[src/rtl/snake_pkg.sv]
// Shared playfield geometry, food-generator state encoding and index/XY helper,
// used by the food generator and by the rest of the game logic.
package snake_pkg;

  localparam int unsigned GRID_W  = 10;
  localparam int unsigned GRID_H  = 9;
  localparam int unsigned N_CELLS = GRID_W * GRID_H;

  typedef enum logic [1:0] {
    IDLE = 2'd0,
    SCAN = 2'd1,
    DONE = 2'd2,
    FULL = 2'd3
  } food_state_t;

  typedef struct packed {
    logic [3:0] x;
    logic [3:0] y;
  } cell_xy_t;

  // Only ever evaluated on the accepted start cell; the scan loop steps X/Y incrementally.
  function automatic cell_xy_t idx_to_xy(input logic [6:0] idx, input int unsigned w);
    cell_xy_t    r;
    int unsigned i;
    i   = 32'(idx);
    r.x = 4'(i % w);
    r.y = 4'(i / w);
    return r;
  endfunction

endpackage

[src/rtl/snake_lfsr7.sv]
// Free-running 7-bit Fibonacci LFSR (x^7 + x^6 + 1, period 127), reloaded with
// SEED while reset is held.
module snake_lfsr7 #(
  parameter logic [6:0] SEED = 7'h2D
) (
  input  logic       i_Clk,
  input  logic       i_Rst_L,
  output logic [6:0] o_Value
);

  always_ff @(posedge i_Clk) begin
    if (!i_Rst_L) begin
      o_Value <= SEED;
    end else begin
      o_Value <= {o_Value[5:0], o_Value[6] ^ o_Value[5]};
    end
  end

endmodule

[src/rtl/snake_food_gen.sv]
// Food placement: pick a pseudo-random start cell, then linearly probe the
// snapshotted body bitmap one cell per cycle until a free cell or a full board.
module snake_food_gen
  import snake_pkg::*;
#(
  parameter int unsigned GRID_W    = snake_pkg::GRID_W,
  parameter int unsigned GRID_H    = snake_pkg::GRID_H,
  parameter logic [6:0]  LFSR_SEED = 7'h2D
) (
  input  logic                       i_Clk,
  input  logic                       i_Rst_L,
  input  logic                       i_Req,
  input  logic [GRID_W*GRID_H-1:0]   i_Body,
  output logic                       o_Busy,
  output logic                       o_Valid,
  output logic                       o_Full,
  output logic [3:0]                 o_Food_X,
  output logic [3:0]                 o_Food_Y,
  output logic [6:0]                 o_Food_Idx
);

  localparam int unsigned NC = GRID_W * GRID_H;

  food_state_t     state, state_nxt;
  logic [6:0]      lfsr_val;
  logic [NC-1:0]   body_snap;
  logic [6:0]      cand_idx;
  logic [3:0]      cand_x, cand_y;
  logic [6:0]      probe_cnt;
  logic [6:0]      probe_nxt;
  logic [6:0]      start_idx;
  cell_xy_t        start_xy;
  logic            cand_occ;

  snake_lfsr7 #(.SEED(LFSR_SEED)) u_lfsr (
    .i_Clk   (i_Clk),
    .i_Rst_L (i_Rst_L),
    .o_Value (lfsr_val)
  );

  // Fold the 1..127 LFSR range onto the board with a single conditional subtract.
  always_comb begin
    start_idx = (lfsr_val < 7'(NC)) ? lfsr_val : lfsr_val - 7'(NC);
    start_xy  = idx_to_xy(start_idx, GRID_W);
    cand_occ  = body_snap[cand_idx];
    probe_nxt = probe_cnt + 7'd1;
  end

  always_ff @(posedge i_Clk) begin
    if (!i_Rst_L) begin
      state <= IDLE;
    end else begin
      state <= state_nxt;
    end
  end

  always_comb begin
    state_nxt = state;
    case (state)
      IDLE: if (i_Req) state_nxt = SCAN;
      SCAN: begin
        if (!cand_occ)               state_nxt = DONE;
        else if (probe_nxt == 7'(NC)) state_nxt = FULL;
      end
      DONE:    state_nxt = IDLE;
      FULL:    state_nxt = IDLE;
      default: state_nxt = IDLE;
    endcase
  end

  always_ff @(posedge i_Clk) begin
    if (!i_Rst_L) begin
      body_snap  <= '0;
      cand_idx   <= '0;
      cand_x     <= '0;
      cand_y     <= '0;
      probe_cnt  <= '0;
      o_Full     <= 1'b0;
      o_Food_X   <= '0;
      o_Food_Y   <= '0;
      o_Food_Idx <= '0;
    end else begin
      case (state)
        IDLE: begin
          if (i_Req) begin
            body_snap <= i_Body;
            cand_idx  <= start_idx;
            cand_x    <= start_xy.x;
            cand_y    <= start_xy.y;
            probe_cnt <= '0;
            o_Full    <= 1'b0;
          end
        end
        SCAN: begin
          if (!cand_occ) begin
            o_Food_Idx <= cand_idx;
            o_Food_X   <= cand_x;
            o_Food_Y   <= cand_y;
          end else begin
            probe_cnt <= probe_nxt;
            if (probe_nxt == 7'(NC)) o_Full <= 1'b1;
            // Raster-order step with wrap from the last cell back to the origin.
            if (cand_idx == 7'(NC - 1)) begin
              cand_idx <= '0;
              cand_x   <= '0;
              cand_y   <= '0;
            end else if (cand_x == 4'(GRID_W - 1)) begin
              cand_idx <= cand_idx + 7'd1;
              cand_x   <= '0;
              cand_y   <= cand_y + 4'd1;
            end else begin
              cand_idx <= cand_idx + 7'd1;
              cand_x   <= cand_x + 4'd1;
            end
          end
        end
        default: ;
      endcase
    end
  end

  assign o_Busy  = (state != IDLE);
  assign o_Valid = (state == DONE) || (state == FULL);

endmodule

[config.mk]
export PLATFORM = sky130hd
export DESIGN_NAME = snake_food_gen
export DESIGN_NICKNAME = d
export VERILOG_FILES = /design/src/rtl/snake_pkg.sv /design/src/rtl/snake_lfsr7.sv /design/src/rtl/snake_food_gen.sv
export SDC_FILE = /design/constraint.sdc
export NUM_CORES = 1
export LEC_CHECK = 0
export BUFFER_PORTS_ARGS = -buffer_cell sky130_fd_sc_hd__buf_4
export CAP_MARGIN = 20
export CELL_PAD_IN_SITES_DETAIL_PLACEMENT = 1
export CELL_PAD_IN_SITES_GLOBAL_PLACEMENT = 2
export CORE_MARGIN = 2
export CORE_UTILIZATION = 25
export CTS_BUF_LIST = sky130_fd_sc_hd__clkbuf_2 sky130_fd_sc_hd__clkbuf_4 sky130_fd_sc_hd__clkbuf_8
export CTS_CLUSTER_SIZE = 12
export DETAILED_ROUTE_END_ITERATION = 8
export GPL_ROUTABILITY_DRIVEN = 0
export PLACE_DENSITY = 0.64
export SYNTH_ARGS = -nofsm -noshare
export SYNTH_HDL_FRONTEND = slang
export SYNTH_SLANG_ARGS = --single-unit
[constraint.sdc]
create_clock -name i_Clk -period 6.2 [get_ports i_Clk]
set_input_delay 0.62 -clock i_Clk [delete_from_list [all_inputs] [get_ports i_Clk]]
set_output_delay 0.62 -clock i_Clk [all_outputs]
set_load 0.02 [all_outputs]
==> results of run 1 <==
## per-stage QoR
stage | hold slack [ns] | total power [mW] | std cells
finish | 0.393 | 2.59 | 1318
global placement | 0.442 | 1.88 | 1286
detailed placement | 0.448 | 1.88 | 1286
global route | 0.351 | 2.78 | 1318
CTS | 0.357 | 2.64 | 1318
floorplan | 0.433 | 1.63 | 851
## cell usage after synthesis, drive strengths merged (17+ instances only)
cell type  number
mux2i          23
nand3          17
a21oi         111
mux4           28
nand2         211
clkbuf         47
o21ai          35
buf            17
dfxtp         137
ha             17
inv            22
nor2           54
## report_power, final
part / internal [mW] / switching, mW
logic: 0.339 / 0.440
registers: 0.968 / 0.0976
clock network: 0.308 / 0.433
total: 1.62 / 0.970
## registers in the layout (all words and copies together) (netlist names)
signal,flops
cand_x,4
cand_y,4
body_snap,90
o_Food_X,4
o_Food_Idx,7
cand_idx,7
state,2
o_Full,1
probe_cnt,7
o_Food_Y,4
u_lfsr.o_Value,7
## worst max-delay path: stages, from the launching register on
cell and delay, ns:
dfxtp_2 0.48, inv_1 0.10, ha_1 0.21, and4b_1 0.22
or2_1 0.40, a2bb2oi_4 0.33, ha_1 0.24, nor2b_1 0.17
nand4_1 0.11, nor3_1 0.29, a41oi_2 0.12, nand3_1 0.21
and2_1 0.21, inv_1 0.06, ha_1 0.29, or3_1 0.37
a32o_1 0.34, o21a_1 0.16, nor3_4 0.22, mux2i_1 0.21
and4_1 0.37, nor4_2 0.06, a221o_1 0.28
## cells by family after synthesis
kind of cell | count (synthesis)
simple gates | 340
buf+inv | 86
compound gates | 204
flops | 137
fa+ha+maj | 17
mux | 53
xor+xnor | 14
## layer usage
metal  track usage, %  vias up  share of wire, %
li1                 -     3120                 -
met1             20.0     3026                48
met2             24.5      100                48
met3             3.16       14               3.3
met4             3.80        0               1.1
met5                0        -                 0
## final cells by class
type / count / area [um2]
Clock buffer: 18 / 241
Clock inverter: 14 / 146
Fill cell: 3327 / 19300
Inverter: 22 / 85.1
Multi-Input combinational cell: 628 / 3980
Sequential cell: 137 / 2750
Tap cell: 378 / 473
Timing Repair Buffer: 121 / 908
## worst paths after layout
| kind | endpoint |
|---|---|
| hold / removal | body_snap[38] |
| setup reg to reg | cand_x[2] |
| setup / recovery | cand_x[2] |
| hold reg to reg | body_snap[80] |
==> metrics.md, run 1 <==
| Metric | Value |
|---|---|
| Crit-path max FO | `13` |
| DPL Wire Length | `14500 um` |
| Post-layout util | `30.8%` |
| Total gr overflow | `0` |
| Top_reg_cell synth | `dfxtp_1` |
| DIE HEIGHT | `172 um` |
| Leakage | `approximately 3.3 nW` |
| Worst Hold Class | `primary input to flop` |
| Root buf cell | `clkbuf_8` |
| Initial antenna violation count | `0` |
| Post-Synth Simple-Gate Area | `20.9%` |
| Vias | `6260` |
| R2R setup slack | `approximately 0.64 ns` |
| Syn nets | `roughly 960` |
| Number of synthesized flops with an enable pin | `0` |
| Final worst slack | `around 0.64 ns` |
| Actual slew at the worst max-slew pin | `1.03 ns` |
| Routed wire length | `21200 um` |
| Highest Clock Rate | `180 MHz` |
| WP data arrival | `5.91 ns` |
| Part of the Yosys area used for sequential elements | `between 30% and 40%` |
| Yosys warnings | `0` |
| Final number of hold-violating endpoints | `0` |
| Final Setup Violations | `0` |
| All-layer global routing usage | `15.0%` |
| Synth Instances | `about 850` |
| Drt pass-1 iters | `4` |
| Worst r2r src | `u_lfsr.o_Value[5]` |
| Nets | `~1000` |
| Initial DRC count | `276` |
| IO Port Bufs | `110` |
| Post-Synth Adder-Cell Area | `3.00%` |
| Syn Std Cell Area | `7080 um2` |
| Final ANT Viol Nets | `0` |
| CP startpoint kind | `flop` |
| Synth Area in Compound Gates | `17.9%` |
| Slew Limit Fails | `0` |
| Finished Cell Area | `8580 um2` |
| Die area | `29700 um2` |
| Status | `finished clean` |
| Most common cell after layout, fill and taps aside | `nand2_1` |
| Core Rows | `61` |
| CTS max path bufs | `2` |
| Max capacitance violation total | `0` |
| Crit path kind | `flop to flop` |
| Depth of the CTS H-tree | `4` |
| Core ar. | `27900 um2` |
| Largest family of logic cells by synthesized area | `simple AND/OR/NAND/NOR gates` |
| Post-CTS setup buffer count | `0` |
| First-pass GRT wire length | `34600 um` |
| Xor and xnor area share after synthesis | `1.73%` |
| Mux cell area share after synthesis | `around an eighth` |
| Reg2Reg Depth | `22` |
| Syn_area_per_cell | `around 8.3 um2` |
| Hold Path Depth | `3` |
| Post-route minimum period | `5.56 ns` |
| Leading area contributor after synthesis | `dfxtp_1` |
| Syn-to-layout area delta | `21.1%` |
| Total negative slack | `0 ns` |
| Max VDD drop | `0.121 mV` |
| Area after DPL | `8190 um2` |
| Hold_sp | `i_Body[38]` |
| Vias in the first global route | `roughly 6400` |
| IO Pins | `111` |
| CTS tree | `built` |
| Later-pin clock latency in the skew report | `0.46 ns` |
| Setup slack at placement | `0.516 ns` |
| Pin count of the biggest net entering global routing | `92` |
| Synth area leaders | `dfxtp_1 (39%), nand2_1 (11%), mux4_2 (8.9%), a21oi_1 (7.6%), mux2i_1 (3.3%)` |
| Most frequent cells in the layout | `nand2_1 (209), dfxtp_1 (134), buf_4 (121)` |
| Post-CTS Hold Buffers | `0` |
| RSZ-0062 raised after global routing | `false` |
| Post-cts resize count | `0` |
| Synth async-reset ratio | `0%` |
| Via density | `roughly 4.7` |
| Share of the synthesized area in the top cell type | `38.7%` |
| Crit path from | `u_lfsr.o_Value[5]` |
| ANT cells | `0` |
| Worst-path clk slew | `0.11 ns` |
| Netlist cell types | `77` |
| Routed WL per cell | `16.1 um` |
| Fin crit share | `89.7%` |
| CTS buffer count | `17` |
| Clk sink count | `137` |
| Die Wd | `172 um` |
| Critical path endpoint category | `flop` |
| Starting Density | `25.4%` |
| Relative slew slack | `31.7%` |
| Worst Path Required | `6.55 ns` |
| DR DRC count | `0` |
| Share of layout cells above drive strength 1 | `about 22%` |
| Flip-flop and latch count after synthesis | `137` |
| Clock skew | `0.0196 ns` |
| PwrDens | `301 nW/um2` |
Note: power is estimated with default switching activity, not from simulation.
==> run 2, diff against run 1 <==
--- a/config.mk
+++ b/config.mk
@@ -10,12 +10,12 @@
 export CELL_PAD_IN_SITES_DETAIL_PLACEMENT = 1
 export CELL_PAD_IN_SITES_GLOBAL_PLACEMENT = 2
 export CORE_MARGIN = 2
-export CORE_UTILIZATION = 25
+export CORE_UTILIZATION = 35
 export CTS_BUF_LIST = sky130_fd_sc_hd__clkbuf_2 sky130_fd_sc_hd__clkbuf_4 sky130_fd_sc_hd__clkbuf_8
 export CTS_CLUSTER_SIZE = 12
 export DETAILED_ROUTE_END_ITERATION = 8
 export GPL_ROUTABILITY_DRIVEN = 0
-export PLACE_DENSITY = 0.64
+export PLACE_DENSITY = 0.84
 export SYNTH_ARGS = -nofsm -noshare
 export SYNTH_HDL_FRONTEND = slang
 export SYNTH_SLANG_ARGS = --single-unit
==> run 2 against run 1 <==
  * Cell count down 8.2%
  * Cell area down 1.4%
  * Critical endpoint unchanged
  * Critical path type unchanged
  * Die area down 28%
==> metrics.md, run 2 (synthesized netlist as in run 1, its figures left out) <==
| Metric | Value |
|---|---|
| Nets | `1037` |
| Fillers | `2456` |
| RSZ-0062 raised after global routing | `false` |
| Worst Path Required | `6.55 ns` |
| First-pass GRT wire length | `32400 um` |
| Drt pass-1 iters | `4` |
| Via density | `5.14` |
| Crit-path max FO | `13` |
| All-layer global routing usage | `18.6%` |
| Slew Limit Fails | `0` |
| Post-CTS setup buffer count | `0` |
| Root buf cell | `clkbuf_8` |
| Net switching power figure | `0.960 mW` |
| Core Rows | `52` |
| Vias | `6217` |
| Status | `finished clean` |
| ANT cells | `0` |
| IO Pins | `111` |
| Clock skew | `0.0146 ns` |
| Final number of hold-violating endpoints | `0` |
| Leakage | `3.32 nW` |
| Final ANT Viol Nets | `0` |
| Crit path kind | `flop to flop` |
| Largest stage delay on the critical path | `0.61 ns` |
| Highest Clock Rate | `175 MHz` |
| CP startpoint kind | `flop` |
| Comb pwr share | `29.2%` |
| Routed WL per cell | `16.1 um` |
| Most flops, register | `body_snap` |
| Most frequent cells in the layout | `nand2_1 (209), dfxtp_1 (135), buf_4 (121)` |
| Post-CTS Hold Buffers | `0` |
| IO Port Bufs | `between 100 and 150` |
| CTS buffer count | `17` |
| Total negative slack | `0 ns` |
| Switching Share | `36.8%` |
| Depth of the CTS H-tree | `4` |
| Worst-path clk slew | `around 0.1 ns` |
| Multi-input gate area in the final layout | `between 3000 and 4000 um2` |
| Seq pwr share | `between 40 and 50%` |
| Pin count of the biggest net entering global routing | `96` |
| Clk pwr share | `approximately 30%` |
| DPL Wire Length | `around 13000 um` |
| Most common cell after layout, fill and taps aside | `nand2_1` |
| Fin crit share | `between 90% and 100%` |
| Max FFs per register | `90` |
| Share of layout cells above drive strength 1 | `21.9%` |
| Crit-path slowest cell | `dfxtp_1` |
| FF+latch area | `2750 um2` |
| Post-route minimum period | `about 5.7 ns` |
| Max capacitance violation total | `0` |
| Syn-to-layout area delta | `19.4%` |
| Critical path endpoint category | `flop` |
| Total gr overflow | `0` |
| CTS max path bufs | `2` |
| Final hold slack | `0.403 ns` |
| Worst Hold Class | `primary input to flop` |
| Vias in the first global route | `approximately 6400` |
| Core ar. | `20000 um2` |
| Initial antenna violation count | `0` |
| CP top delay family | `simple AND/OR/NAND/NOR gates` |
| PwrDens | `308 nW/um2` |
| Internal | `1.65 mW` |
| WP data arrival | `6.05 ns` |
| Worst path bufs/invs | `2` |
| Final Setup Violations | `0` |
| CTS tree | `built` |
| Cell Chain, Critical Path | `inv_1 > ha_1 > and4b_1 > or2_1 > a2bb2oi_4 > ha_1 > nor2b_1 > nand4_1 > nor3_1 > a41oi_2 > nand3_1 > and2_1 > inv_1 > ha_1 > or3_1 > a32o_1 > o21a_1 > nor3_4 > mux2i_1 > and4_1 > nor4_2 > a221o_1` |
| Actual slew at the worst max-slew pin | `1.02 ns` |
| DIE HEIGHT | `roughly 150 um` |
| Later-pin clock latency in the skew report | `approximately 0.45 ns` |
| Total power | `2.61 mW` |
| DR DRC count | `0` |
| Cell repeated most along the worst path | `ha_1` |
| Relative slew slack | `32.0%` |
| Die Wd | `146 um` |
| Routed wire length | `about 19000 um` |
| Clk sink count | `137` |
| Starting Density | `35.3%` |
| Initial DRC count | `roughly 260` |
| Max VDD drop | `0.135 mV` |
| Die area | `21400 um2` |
==> run 2: cell types whose count changed in the layout (fill, tap and decap cells not counted), sizes merged <==
cell,delta
clkinv,+2
bufinv,+1
clkbuf,-1
clkinvlp,-1
inv,-1
==> run 2: path summary, 6_finish.rpt <==
path                      from       endpoint  slack [ns]  cells after the start
max          u_lfsr.o_Value[5]      cand_x[2]        0.50                     22
min                 i_Body[41]  body_snap[41]        0.40                      3
max reg2reg  u_lfsr.o_Value[5]      cand_x[2]        0.50                     22
min reg2reg      body_snap[69]  body_snap[69]        0.46                      2
==> run 2: layout make-up <==
| class | instances | area share (%) |
|---|---|---|
| Timing Repair Buffer | 121 | 10.7 |
| Tap cell | 270 | 3.99 |
| Clock buffer | 17 | 2.77 |
| Sequential cell | 137 | 32.4 |
| Clock inverter | 15 | 2.09 |
| Inverter | 22 | 0.991 |
| Multi-Input combinational cell | 628 | 47.0 |
==> run 2: worst register-to-register path, delay by kind of cell, from the launching register on <==
family          cells  cell delay (ns)
compound gates      5             1.21
fa+ha+maj           3             0.75
buf+inv             2             0.18
flops               1             0.61
mux                 1             0.21
simple gates       11             2.63
==> run 2: repair_timing <==
| action | CTS | global route |
|---|---|---|
| gates resized for setup | 0 | 1 |
| endpoints found under the setup margin | 0 | 1 |
| hold endpoints to repair | 0 | 0 |
==> run 2: metal layers <==
metal  vias to the layer above  part of all wire, %  GRT usage [%]
met3                        19                  3.6           4.03
met5                         -                    0              0
met2                        97                   49           32.2
li1                       3115                    -              -
met4                         0                  1.2           4.22
met1                      2986                   46           23.8
==> run 2: metrics by stage <==
step / std cells / cell area [um2] / utilization, % / worst slack [ns]
2_1_floorplan: 851 / 7080 / - / 1.22
3_3_place_gp: 1178 / 8050 / 40.2 / 0.712
3_5_place_dp: 1178 / 8050 / 40.2 / 0.537
4_1_cts: 1210 / 8460 / 42.2 / 0.518
5_1_grt: 1210 / 8460 / 42.2 / 0.0273
6_report: 1210 / 8460 / 42.2 / 0.498
==> run 2: power groups by stage <==
stage                     sequential [mW]  combinational, mW  clock (mW)
after floorplan                      1.04              0.594           0
after global placement               1.09              0.753           0
after detailed placement             1.10              0.762           0
after CTS                            1.07              0.766       0.804
after global routing                 1.09              0.846       0.841
final                                1.07              0.761       0.776
==> run 3, diff against run 2 <==
--- a/config.mk
+++ b/config.mk
@@ -15,6 +15,7 @@
 export CTS_CLUSTER_SIZE = 12
 export DETAILED_ROUTE_END_ITERATION = 8
 export GPL_ROUTABILITY_DRIVEN = 0
+export MAX_ROUTING_LAYER = met4
 export PLACE_DENSITY = 0.84
 export SYNTH_ARGS = -nofsm -noshare
 export SYNTH_HDL_FRONTEND = slang
==> run 3 against run 2 <==
  * Cell area is the same
  * Via count grew 0.34%
  * Cell count is the same
  * Sequential power about the same
  * Die area did not move
  * Routed wire length increased by 0.14%
  * Power about the same
  * Sequential share of layout area is the same
  * Register-to-register slack about the same
  * Clock skew is 0.0015 ns higher
  * Setup slack got worse by 0.014 ns
  * Clock-buffer cell count is the same
  * Largest power group unchanged
==> metrics.md, run 3 (synthesized netlist as in run 1, its figures left out) <==
| Metric | Value |
|---|---|
| Post-CTS setup buffer count | `0` |
| Slew Limit Fails | `0` |
| Share of layout cells above drive strength 1 | `21.9%` |
| IO Pins | `around 110` |
| CTS tree | `built` |
| Vias in the first global route | `6438` |
| Via density | `5.16` |
| Highest Clock Rate | `approximately 170 MHz` |
| First-pass GRT wire length | `32400 um` |
| Most flops, register | `body_snap` |
| Max capacitance violation total | `0` |
| ANT cells | `0` |
| CTS max path bufs | `2` |
| Nets | `1037` |
| RSZ-0062 raised after global routing | `false` |
| Later-pin clock latency in the skew report | `0.45 ns` |
| Total negative slack | `0 ns` |
| Core Rows | `52` |
| Die Wd | `between 100 and 150 um` |
| Seq pwr share | `41.1%` |
| Worst Hold Class | `primary input to flop` |
| WP data arrival | `6.06 ns` |
| Final ANT Viol Nets | `0` |
| Initial DRC count | `between 200 and 300` |
| Final hold slack | `0.402 ns` |
| PwrDens | `308 nW/um2` |
| Worst Path Required | `6.54 ns` |
| Final Setup Violations | `0` |
| Multi-input gate area in the final layout | `approximately 4000 um2` |
| Core ar. | `20000 um2` |
| All-layer global routing usage | `19.2%` |
| Net switching power figure | `0.960 mW` |
| Routed wl met3 | `633 um` |
| Clk sink count | `roughly 140` |
| IO Port Bufs | `110` |
| Crit-path max FO | `13` |
| Initial antenna violation count | `0` |
| Die area | `21400 um2` |
| DPL Wire Length | `13400 um` |
| Max FFs per register | `90` |
| CTS buffer count | `17` |
| Crit path kind | `flop to flop` |
| Most common cell after layout, fill and taps aside | `nand2_1` |
| Critical path endpoint category | `flop` |
| Met1 WL | `9190 um` |
| Fillers | `approximately 2500` |
| Routed WL per cell | `16.1 um` |
| Most frequent cells in the layout | `nand2_1 (209), dfxtp_1 (135), buf_4 (121)` |
| Max VDD drop | `between 0.1 and 0.15 mV` |
| Final number of hold-violating endpoints | `0` |
| Clk pwr share | `between 20% and 30%` |
| DIE HEIGHT | `around 150 um` |
| Actual slew at the worst max-slew pin | `just over 1 ns` |
| Routed wire length | `19500 um` |
| Internal | `1.65 mW` |
| Switching Share | `36.8%` |
| Vias | `6238` |
| DR DRC count | `0` |
| Fin crit share | `92.2%` |
| Met2 WL post-DR | `between 9000 and 10000 um` |
| Post-route minimum period | `5.72 ns` |
| Clock skew | `0.0161 ns` |
| Root buf cell | `clkbuf_8` |
| CP startpoint kind | `flop` |
| FF+latch area | `roughly 2700 um2` |
| Total gr overflow | `0` |
| Starting Density | `~35%` |
| Relative slew slack | `31.6%` |
| Max layer used | `met4` |
| Status | `finished clean` |
| Leakage | `3.32 nW` |
| Worst-path clk slew | `~0.10 ns` |
| Depth of the CTS H-tree | `4` |
| Drt pass-1 iters | `5` |
| Comb pwr share | `slightly below 30%` |
| Syn-to-layout area delta | `19.4%` |
| Pin count of the biggest net entering global routing | `96` |
-- run 3: cell counts in the layout (fill, tap and decap cells not counted) --
Identical to the previous run, type by type.
-- run 3: worst max-delay path: stages, from the launching register on --
cell	delay [ns]
dfxtp_1	0.61
inv_1	0.12
ha_1	0.22
and4b_1	0.22
or2_1	0.39
a2bb2oi_4	0.31
ha_1	0.23
nor2b_1	0.18
nand4_1	0.11
nor3_1	0.26
a41oi_2	0.11
nand3_1	0.20
and2_1	0.22
inv_1	0.06
ha_1	0.30
or3_1	0.38
a32o_1	0.34
o21a_1	0.16
nor3_4	0.25
mux2i_1	0.21
and4_1	0.36
nor4_2	0.06
a221o_1	0.29
-- run 3: per-layer routing --
metal	global-route usage [%]	vias up
li1	-	3116
met1	24.0	3004
met2	32.2	101
met3	3.81	17
met4	4.22	0
met5	-	-
-- run 3: layout make-up --
type                       instances  area share (%)
timing repair buffer             121            10.7
clock inverter                    15            2.09
sequential                       137            32.4
tap                              270            3.99
inverter                          22           0.991
clock buffer                      17            2.77
multi-input combinational        628            47.0
-- run 3: final timing paths --
check,start,end,slack [ns],depth (start not counted)
max reg2reg,u_lfsr.o_Value[5],cand_x[2],0.48,22
min,i_Body[41],body_snap[41],0.40,3
min reg2reg,body_snap[78],body_snap[78],0.46,2
max,u_lfsr.o_Value[5],cand_x[2],0.48,22
-- run 3: power groups by stage --
stage	Combinational (mW)	Sequential (mW)	Clock, mW
3_3_place_gp	0.753	1.09	0
2_1_floorplan	0.594	1.04	0
5_1_grt	0.846	1.09	0.842
3_5_place_dp	0.762	1.10	0
4_1_cts	0.766	1.07	0.804
6_report	0.761	1.07	0.776
-- run 3: repair_timing --
item / in CTS / in global routing
gates resized for setup: 0 / 1
endpoints found under the setup margin: 0 / 1
hold buffers: 0 / 0
-- run 3: through the flow --
| step | instances | power (mW) | util [%] | instance area [um2] | setup WS (ns) |
|---|---|---|---|---|---|
| floorplan | 851 | 1.63 | - | 7080 | 1.22 |
| global placement | 1178 | 1.85 | 40.2 | 8050 | 0.712 |
| detailed placement | 1178 | 1.86 | 40.2 | 8050 | 0.537 |
| CTS | 1210 | 2.64 | 42.2 | 8460 | 0.518 |
| global route | 1210 | 2.78 | 42.2 | 8460 | 0.0273 |
| finish | 1210 | 2.61 | 42.2 | 8460 | 0.485 |
